--- src/rtl/rr_grant_scheduler_if.sv ---
// Request/grant/release bundle between requesting engines and the scheduler.
interface rr_grant_scheduler_if #(
    parameter int N_REQ = 4,
    parameter int ID_W  = $clog2(N_REQ)
);
    logic [N_REQ-1:0] req;
    logic [N_REQ-1:0] done;
    logic             rr_mode;
    logic [N_REQ-1:0] grant;
    logic             grant_valid;
    logic [ID_W-1:0]  grant_id;
    logic             timeout;

    modport master (
        output req, done, rr_mode,
        input  grant, grant_valid, grant_id, timeout
    );

    modport slave (
        input  req, done, rr_mode,
        output grant, grant_valid, grant_id, timeout
    );
endinterface

--- src/rtl/rr_grant_scheduler.sv ---
// Locks one shared resource to a single requester until release or hold timeout,
// with a one-cycle turnaround gap; fixed-priority or round-robin arbitration.
module rr_grant_scheduler #(
    parameter int N_REQ    = 4,
    parameter int MAX_HOLD = 16,
    parameter int ID_W     = $clog2(N_REQ)
) (
    input logic                 clk,
    input logic                 rst_n,
    rr_grant_scheduler_if.slave bus
);

    localparam int HOLD_W = $clog2(MAX_HOLD);

    typedef enum logic [1:0] {
        IDLE  = 2'd0,
        GRANT = 2'd1,
        GAP   = 2'd2
    } state_t;

    state_t             state_q, state_d;
    logic [N_REQ-1:0]   grant_q, grant_d;
    logic               grantValid_q, grantValid_d;
    logic [ID_W-1:0]    grantId_q, grantId_d;
    logic               timeout_q, timeout_d;
    logic [HOLD_W-1:0]  holdCnt_q, holdCnt_d;
    logic [ID_W-1:0]    lastId_q, lastId_d;

    logic               anyReq;
    logic               foundHi;
    logic [ID_W-1:0]    winFixed;
    logic [ID_W-1:0]    winHi;
    logic [ID_W-1:0]    winner;
    logic               ownerRelease;
    logic               holdExpired;

    // Descending scan: the last hit is the lowest index. Round-robin prefers the
    // lowest requester above lastId, otherwise wraps to the lowest overall.
    always_comb begin
        anyReq   = |bus.req;
        foundHi  = 1'b0;
        winFixed = '0;
        winHi    = '0;
        for (int i = N_REQ - 1; i >= 0; i--) begin
            if (bus.req[i]) begin
                winFixed = ID_W'(i);
                if (ID_W'(i) > lastId_q) begin
                    winHi   = ID_W'(i);
                    foundHi = 1'b1;
                end
            end
        end
        winner = (bus.rr_mode && foundHi) ? winHi : winFixed;
    end

    assign ownerRelease = bus.done[grantId_q] || !bus.req[grantId_q];
    assign holdExpired  = (holdCnt_q == HOLD_W'(MAX_HOLD - 1));

    always_comb begin
        state_d      = state_q;
        grant_d      = grant_q;
        grantValid_d = grantValid_q;
        grantId_d    = grantId_q;
        timeout_d    = 1'b0;
        holdCnt_d    = holdCnt_q;
        lastId_d     = lastId_q;

        unique case (state_q)
            IDLE, GAP: begin
                holdCnt_d = '0;
                if (anyReq) begin
                    state_d      = GRANT;
                    grant_d      = {{(N_REQ-1){1'b0}}, 1'b1} << winner;
                    grantValid_d = 1'b1;
                    grantId_d    = winner;
                end else begin
                    state_d      = IDLE;
                    grant_d      = '0;
                    grantValid_d = 1'b0;
                    grantId_d    = '0;
                end
            end
            GRANT: begin
                if (ownerRelease || holdExpired) begin
                    state_d      = GAP;
                    grant_d      = '0;
                    grantValid_d = 1'b0;
                    grantId_d    = '0;
                    lastId_d     = grantId_q;
                    holdCnt_d    = '0;
                    // A release in the expiring cycle is a normal release, not a timeout.
                    timeout_d    = !ownerRelease;
                end else begin
                    holdCnt_d = holdCnt_q + 1'b1;
                end
            end
            default: begin
                state_d      = IDLE;
                grant_d      = '0;
                grantValid_d = 1'b0;
                grantId_d    = '0;
                holdCnt_d    = '0;
            end
        endcase
    end

    always_ff @(posedge clk or negedge rst_n) begin
        if (!rst_n) begin
            state_q      <= IDLE;
            grant_q      <= '0;
            grantValid_q <= 1'b0;
            grantId_q    <= '0;
            timeout_q    <= 1'b0;
            holdCnt_q    <= '0;
            lastId_q     <= ID_W'(N_REQ - 1);
        end else begin
            state_q      <= state_d;
            grant_q      <= grant_d;
            grantValid_q <= grantValid_d;
            grantId_q    <= grantId_d;
            timeout_q    <= timeout_d;
            holdCnt_q    <= holdCnt_d;
            lastId_q     <= lastId_d;
        end
    end

    assign bus.grant       = grant_q;
    assign bus.grant_valid = grantValid_q;
    assign bus.grant_id    = grantId_q;
    assign bus.timeout     = timeout_q;

endmodule

--- src/flat_wrapper.sv ---
// flat-port wrapper written by rule: the top's interface ports become plain ports
module rr_grant_scheduler_flat 
#(
    parameter int N_REQ    = 4,
    parameter int MAX_HOLD = 16,
    parameter int ID_W     = $clog2(N_REQ)
)
  (clk, rst_n, bus_req, bus_done, bus_rr_mode, bus_grant, bus_grant_valid, bus_grant_id, bus_timeout);
  rr_grant_scheduler_if #(.N_REQ(N_REQ), .ID_W(ID_W)) bus_i ();
  input logic clk;
  input logic rst_n;
  input wire logic [$bits(bus_i.req)-1:0] bus_req;
  input wire logic [$bits(bus_i.done)-1:0] bus_done;
  input wire logic [$bits(bus_i.rr_mode)-1:0] bus_rr_mode;
  output wire logic [$bits(bus_i.grant)-1:0] bus_grant;
  output wire logic [$bits(bus_i.grant_valid)-1:0] bus_grant_valid;
  output wire logic [$bits(bus_i.grant_id)-1:0] bus_grant_id;
  output wire logic [$bits(bus_i.timeout)-1:0] bus_timeout;
  assign bus_i.req = bus_req;
  assign bus_i.done = bus_done;
  assign bus_i.rr_mode = bus_rr_mode;
  assign bus_grant = bus_i.grant;
  assign bus_grant_valid = bus_i.grant_valid;
  assign bus_grant_id = bus_i.grant_id;
  assign bus_timeout = bus_i.timeout;
  rr_grant_scheduler #(.N_REQ(N_REQ), .MAX_HOLD(MAX_HOLD), .ID_W(ID_W)) u_core (.clk(clk), .rst_n(rst_n), .bus(bus_i));
endmodule
--- config.mk ---
export PLATFORM = sky130hd
export DESIGN_NAME = rr_grant_scheduler_flat
export DESIGN_NICKNAME = d
export VERILOG_FILES = /design/src/rtl/rr_grant_scheduler_if.sv /design/src/rtl/rr_grant_scheduler.sv /design/src/flat_wrapper.sv
export SDC_FILE = /design/constraint.sdc
export NUM_CORES = 1
export LEC_CHECK = 0
export ABC_AREA = 1
export BUFFER_PORTS_ARGS = -buffer_cell sky130_fd_sc_hd__buf_2
export CORE_MARGIN = 3
export CORE_UTILIZATION = 50
export DETAILED_ROUTE_END_ITERATION = 10
export PLACE_DENSITY = 0.75
export SLEW_MARGIN = 20
export SYNTH_ARGS = -nofsm -noshare
export SYNTH_HDL_FRONTEND = slang
export SYNTH_SLANG_ARGS = --single-unit
--- constraint.sdc ---
create_clock -name clk -period 1.3 [get_ports clk]
set_input_delay 0.26 -clock clk [delete_from_list [all_inputs] [get_ports clk]]
set_output_delay 0.26 -clock clk [all_outputs]
set_load 0.01 [all_outputs]
==> results of run 1 <==
## cells by family after synthesis
kind of cell,synth area share
flops,0.483
xor+xnor,0.0210
buf+inv,0.0764
fa+ha+maj,0.0150
simple gates,0.375
compound gates,0.0300
## worst reg2reg max path: cells and delay by family, from the launching register on
kind	cells	cell delay, ps
DFF	1	560
AOI/OAI and AO/OA	2	360
and+or+nand+nor	3	220
buffers and inverters	1	50
## layout make-up
cell class / count / area [um2]
Clock buffer: 4 / 36.3
Fill cell: 142 / 513
Inverter: 17 / 63.8
Tap cell: 16 / 20.0
Sequential cell: 16 / 403
Multi-Input combinational cell: 70 / 383
Timing Repair Buffer: 22 / 123
## layout by cell type, fill, tap and decap left out, types with 2 or more instances in the layout
cell type / n
inv_2: 3
inv_1: 13
nand2_1: 28
nor2_1: 9
buf_2: 18
buf_4: 3
nand3_1: 10
dfstp_2: 2
nand3_2: 5
clkbuf_4: 3
o21ai_1: 3
nand2_2: 5
a21oi_1: 2
dfrtp_1: 14
## power by group through the flow
stage	clock, mW	combinational (mW)	sequential, mW
5_1_grt	0.358	0.892	0.766
4_1_cts	0.336	0.751	0.748
3_3_place_gp	0	0.730	0.751
2_1_floorplan	0	0.477	0.787
3_5_place_dp	0	0.743	0.760
6_report	0.329	0.788	0.747
## path summary, 6_finish.rpt
check | startpoint | to | slack, ps | depth (start not counted)
max | u_core.lastId_q[1] | u_core.bus.grant_id[1] | 30 | 6
min | rst_n | u_core.bus.grant[0] | 400 | 2
max reg2reg | u_core.lastId_q[1] | u_core.bus.grant_id[1] | 30 | 6
min reg2reg | u_core.bus.grant[2] | u_core.bus.grant[2] | 480 | 2
max in group asynchronous | rst_n | u_core.lastId_q[0] | 600 | 2
min in group clk | bus_req[0] | u_core.state_q[0] | 410 | 5
## sequential cells by signal (all words and copies together), names as in the netlist
| name | cells |
|---|---|
| u_core.bus.grant_valid | 1 |
| u_core.state_q | 2 |
| u_core.bus.grant | 4 |
| u_core.bus.grant_id | 2 |
| u_core.holdCnt_q | 4 |
| u_core.bus.timeout | 1 |
| u_core.lastId_q | 2 |
## stage by stage
step	total power, mW	setup WS, ps	util	hold WS, ps	setup TNS [ps]
5_1_grt	2.02	-40.5	0.667	438	-117
3_5_place_dp	1.50	47.0	0.618	194	0
6_report	1.86	32.9	0.667	403	0
4_1_cts	1.83	3.87	0.648	399	0
2_1_floorplan	1.26	137	-	-35.6	0
3_3_place_gp	1.48	83.1	0.618	179	0
## per-layer routing
metal / GRT usage / up-vias / wire [um]
met4: 0.0663 / 0 / 46
met2: 0.268 / 34 / 799
met3: 0.0383 / 11 / 77
li1: - / 376 / -
met5: 0 / - / 0
met1: 0.217 / 338 / 771
## what timing repair did
action | CTS | global route
hold buffers | 1 | 0
endpoints found under the hold margin | 14 | 0
endpoints found under the setup margin | 0 | 7
gates resized for setup | 0 | 7
buffers inserted | 0 | 2
==> reports/metrics.csv, run 1 <==
metric,value,unit
status,"complete, no violations",
synth_top_cells_by_count,"nand2_1, inv_1, dfrtp_1",
hp-class,primary input to async pin,
layout.nets,142,
path_delay_family,flip-flops,
routabilityCongestion,0.832,
grt_antenna_before_repair,0,
p_switching,0.743,mW
synth-main-ff-cell,dfrtp_1,
dp_cells,138,
finalCritPeriodShare,0.975,
synth_cell_type_count,20,
drt_iter0_markers,24,
slew_headroom,0.768,
postSynthAreaPerCell,8.10,um2
synth-edff-count,0,
clk_pin_slew,100,ps
async_reset_ff_frac,1.00,
cts_buffer_depth,2,
grt_setup_unrepaired,yes,
yosysSeqAreaShare,0.483,
synthTopCellsByArea,"dfrtp_1, nand2_1, inv_1",
cp.required,1510,ps
post_dp_cell_area,952,um2
pwr-share-clk,0.177,
ios,19,
p_comb_frac,0.423,
finalSetupViolCount,0,
max_clock_freq,0.789,GHz
groute.usage.overall,0.167,
arrival,1470,ps
leakage,0.562,nW
seq_power_share,0.401,
rows,14,
post-route-cell-area,1030,um2
postRouteAntennaNets,0,
final_hold_viol_count,0,
fin_crit,1270,ps
grt-ovfl-total,0,
slew_viol_final,0,
drive_gt1_frac,0.349,
clk_latency,280,ps
internal_power,1.12,mW
grt_max_degree,17,
drt-pass1-iter-count,5,
worst_pin_slew,347,ps
synthCells,103,
drv_cap,0,
drc_errors,0,
yosys.area.top_type,dfrtp_1,
grt_pass1_wl,2620,um
diodes,0,
cts_tree,yes,
slowest_stage,dfstp_2,
path_class,flop to flop,
die_w,46.9,um
synth_top_area_share,0.420,
cts_root_buf,clkbuf_4,
end_kind,flop,
dr_total_vias,759,
cp-start-kind,flop,
syn_area,835,um2
avgRoutedWirePerCell,11.7,um
yosysMostFrequentCell,nand2_1,
fin_cells,145,
wl,1700,um
cts_buffers,3,
grt_pass1_vias,638,
p_sw_frac,0.399,
coreArea,1540,um2
path_buf_inv,1,
path_max_fanout,3,
ys_ff_latch,16,
cts_sinks,16,
peakVddDrop,0.00102,V
critPathMaxStageDelay,560,ps
ys_warn_count,0,
area_delta_synth_final,23.2,%
htree_levels,1,
die_h,46.9,um
die_area,2200,um2
drt-vias-per-instance,5.23,
fin_skew,2.01,ps
synthesis.nets,115,
path_cells,inv_2 > nand2_1 > nor2_1 > a21oi_1 > nand2_1 > o21ai_1,
port-buffer-count,18,
crit_top_cell,nand2_1,
powerDensity,1810,nW/um2
dpl.hpwl,1280,um
initial_core_util,0.541,
Note: power is estimated with default switching activity, not from simulation.
==> inputs of run 2 (changes only) <==
--- a/config.mk
+++ b/config.mk
@@ -10,6 +10,7 @@
 export CORE_MARGIN = 3
 export CORE_UTILIZATION = 50
 export DETAILED_ROUTE_END_ITERATION = 10
+export MAX_ROUTING_LAYER = met4
 export PLACE_DENSITY = 0.75
 export SLEW_MARGIN = 20
 export SYNTH_ARGS = -nofsm -noshare
==> run 2 against run 1 <==
  * Maximum frequency increased by 0.59%
  * Hold slack got worse by 1.5 ps
  * Total power is essentially flat
  * Via count is 0.26% lower
  * Clock skew hardly changed
  * Register-to-register slack about the same
  * First-iteration DRC count shrank 4.2%
==> reports/metrics.csv, run 2 (same netlist as run 1, synthesis figures left out) <==
metric,value,unit
htree_levels,1,
slew_viol_final,0,
diodes,0,
dpl.hpwl,1280,um
r2r_setup_slack,40,ps
wl,1690,um
final_hold_viol_count,0,
holdWs,401,ps
drive_gt1_frac,0.349,
initial_core_util,0.541,
path_class,flop to flop,
end_kind,flop,
fin_skew,2.21,ps
max_clock_freq,0.794,GHz
layout.nets,142,
port-buffer-count,18,
p_sw_frac,0.399,
multi_input_area,383,um2
arrival,1470,ps
area_delta_synth_final,23.2,%
pre_cts_ws,47.0,ps
cp-start-kind,flop,
cts_sinks,16,
cts_buffers,3,
drt_iter0_markers,23,
clk_latency,280,ps
finalCritPeriodShare,0.969,
cp.required,1510,ps
final_core_util,0.667,
drc_errors,0,
regArea,403,um2
drt-vias-per-instance,5.22,
ios,19,
grt_pass1_vias,638,
routabilityCongestion,0.845,
post-route-cell-area,1030,um2
cts_buffer_depth,2,
drt-pass1-iter-count,4,
rows,14,
slowest_stage,dfstp_2,
worst_pin_slew,348,ps
coreArea,1540,um2
internal_power,1.12,mW
peakVddDrop,0.00102,V
cts_tree,yes,
grt-ovfl-total,0,
final_common_cell,nand2_1,
path_max_fanout,3,
clk_pin_slew,100,ps
fillers,142,
grt_antenna_before_repair,0,
drv_cap,0,
groute.usage.overall,0.172,
die_h,46.9,um
grt_pass1_wl,2610,um
post_dp_cell_area,952,um2
finalSetupViolCount,0,
pwr-share-clk,0.177,
die_area,2200,um2
hp-class,primary input to async pin,
path_cells,inv_2 > nand2_1 > nor2_1 > a21oi_1 > nand2_1 > o21ai_1,
seq_power_share,0.401,
grt_setup_unrepaired,yes,
dr_total_vias,757,
avgRoutedWirePerCell,11.7,um
grt_max_degree,17,
p_comb_frac,0.422,
critPathMaxStageDelay,560,ps
powerDensity,1810,nW/um2
die_w,46.9,um
worst_slack,40.3,ps
status,"complete, no violations",
cts_root_buf,clkbuf_4,
fin_crit,1260,ps
startpoint,u_core.lastId_q[1],
p_switching,0.744,mW
crit_top_cell,nand2_1,
postRouteAntennaNets,0,
r2r_start,u_core.lastId_q[1],
slew_headroom,0.768,
leakage,0.562,nW
layout_common_cells,"nand2_1, buf_2, dfrtp_1, inv_1, nand3_1",
==> run 2: cell counts in the layout (fill, tap and decap cells not counted) <==
No cell type changed its count.
==> run 2: per-layer routing <==
layer	track usage	part of all wire	vias up
li1	-	-	376
met1	0.217	0.45	344
met2	0.268	0.48	32
met3	0.0383	0.050	5
met4	0.0663	0.014	0
met5	-	0	-
==> run 2: layout make-up <==
cell class | count | share of cell area
flip-flops and latches | 16 | 0.392
inverters | 17 | 0.0620
multi-input cells | 70 | 0.372
repair buffers | 22 | 0.119
well taps | 16 | 0.0195
clock buffers | 4 | 0.0353
==> run 2: repair_timing <==
action / 4_1_cts / 5_1_grt
hold endpoints to repair: 14 / 0
buffers inserted: 0 / 2
endpoints found under the setup margin: 0 / 7
resized for setup: 0 / 7
hold buffers: 1 / 0
==> run 2: stage by stage <==
step           TNS [ps]  total power, mW  cells
3_5_place_dp          0             1.50    138
3_3_place_gp          0             1.48    138
2_1_floorplan         0             1.26    103
4_1_cts               0             1.83    143
6_report              0             1.86    145
5_1_grt            -117             2.02    145
==> run 2: power groups by stage <==
stage               sequential, mW  clock, mW  combinational [mW]
finish                       0.747      0.330               0.787
global route                 0.766      0.358               0.892
CTS                          0.748      0.336               0.751
detailed placement           0.760          0               0.743
global placement             0.751          0               0.730
floorplan                    0.787          0               0.477
==> run 2: worst paths after layout <==
check                      cells after the start                      to
setup / recovery                               6  u_core.bus.grant_id[1]
hold / removal                                 2     u_core.bus.grant[0]
setup reg to reg                               6  u_core.bus.grant_id[1]
hold reg to reg                                2     u_core.bus.grant[2]
max in group asynchronous                      2      u_core.lastId_q[0]
min in group clk                               5       u_core.state_q[0]
==> run 2: worst max-delay path, delay by kind of cell, from the launching register on <==
| kind | cells | cell delay (ps) |
|---|---|---|
| AOI/OAI and AO/OA | 2 | 360 |
| buffers and inverters | 1 | 50 |
| DFF | 1 | 560 |
| and+or+nand+nor | 3 | 220 |
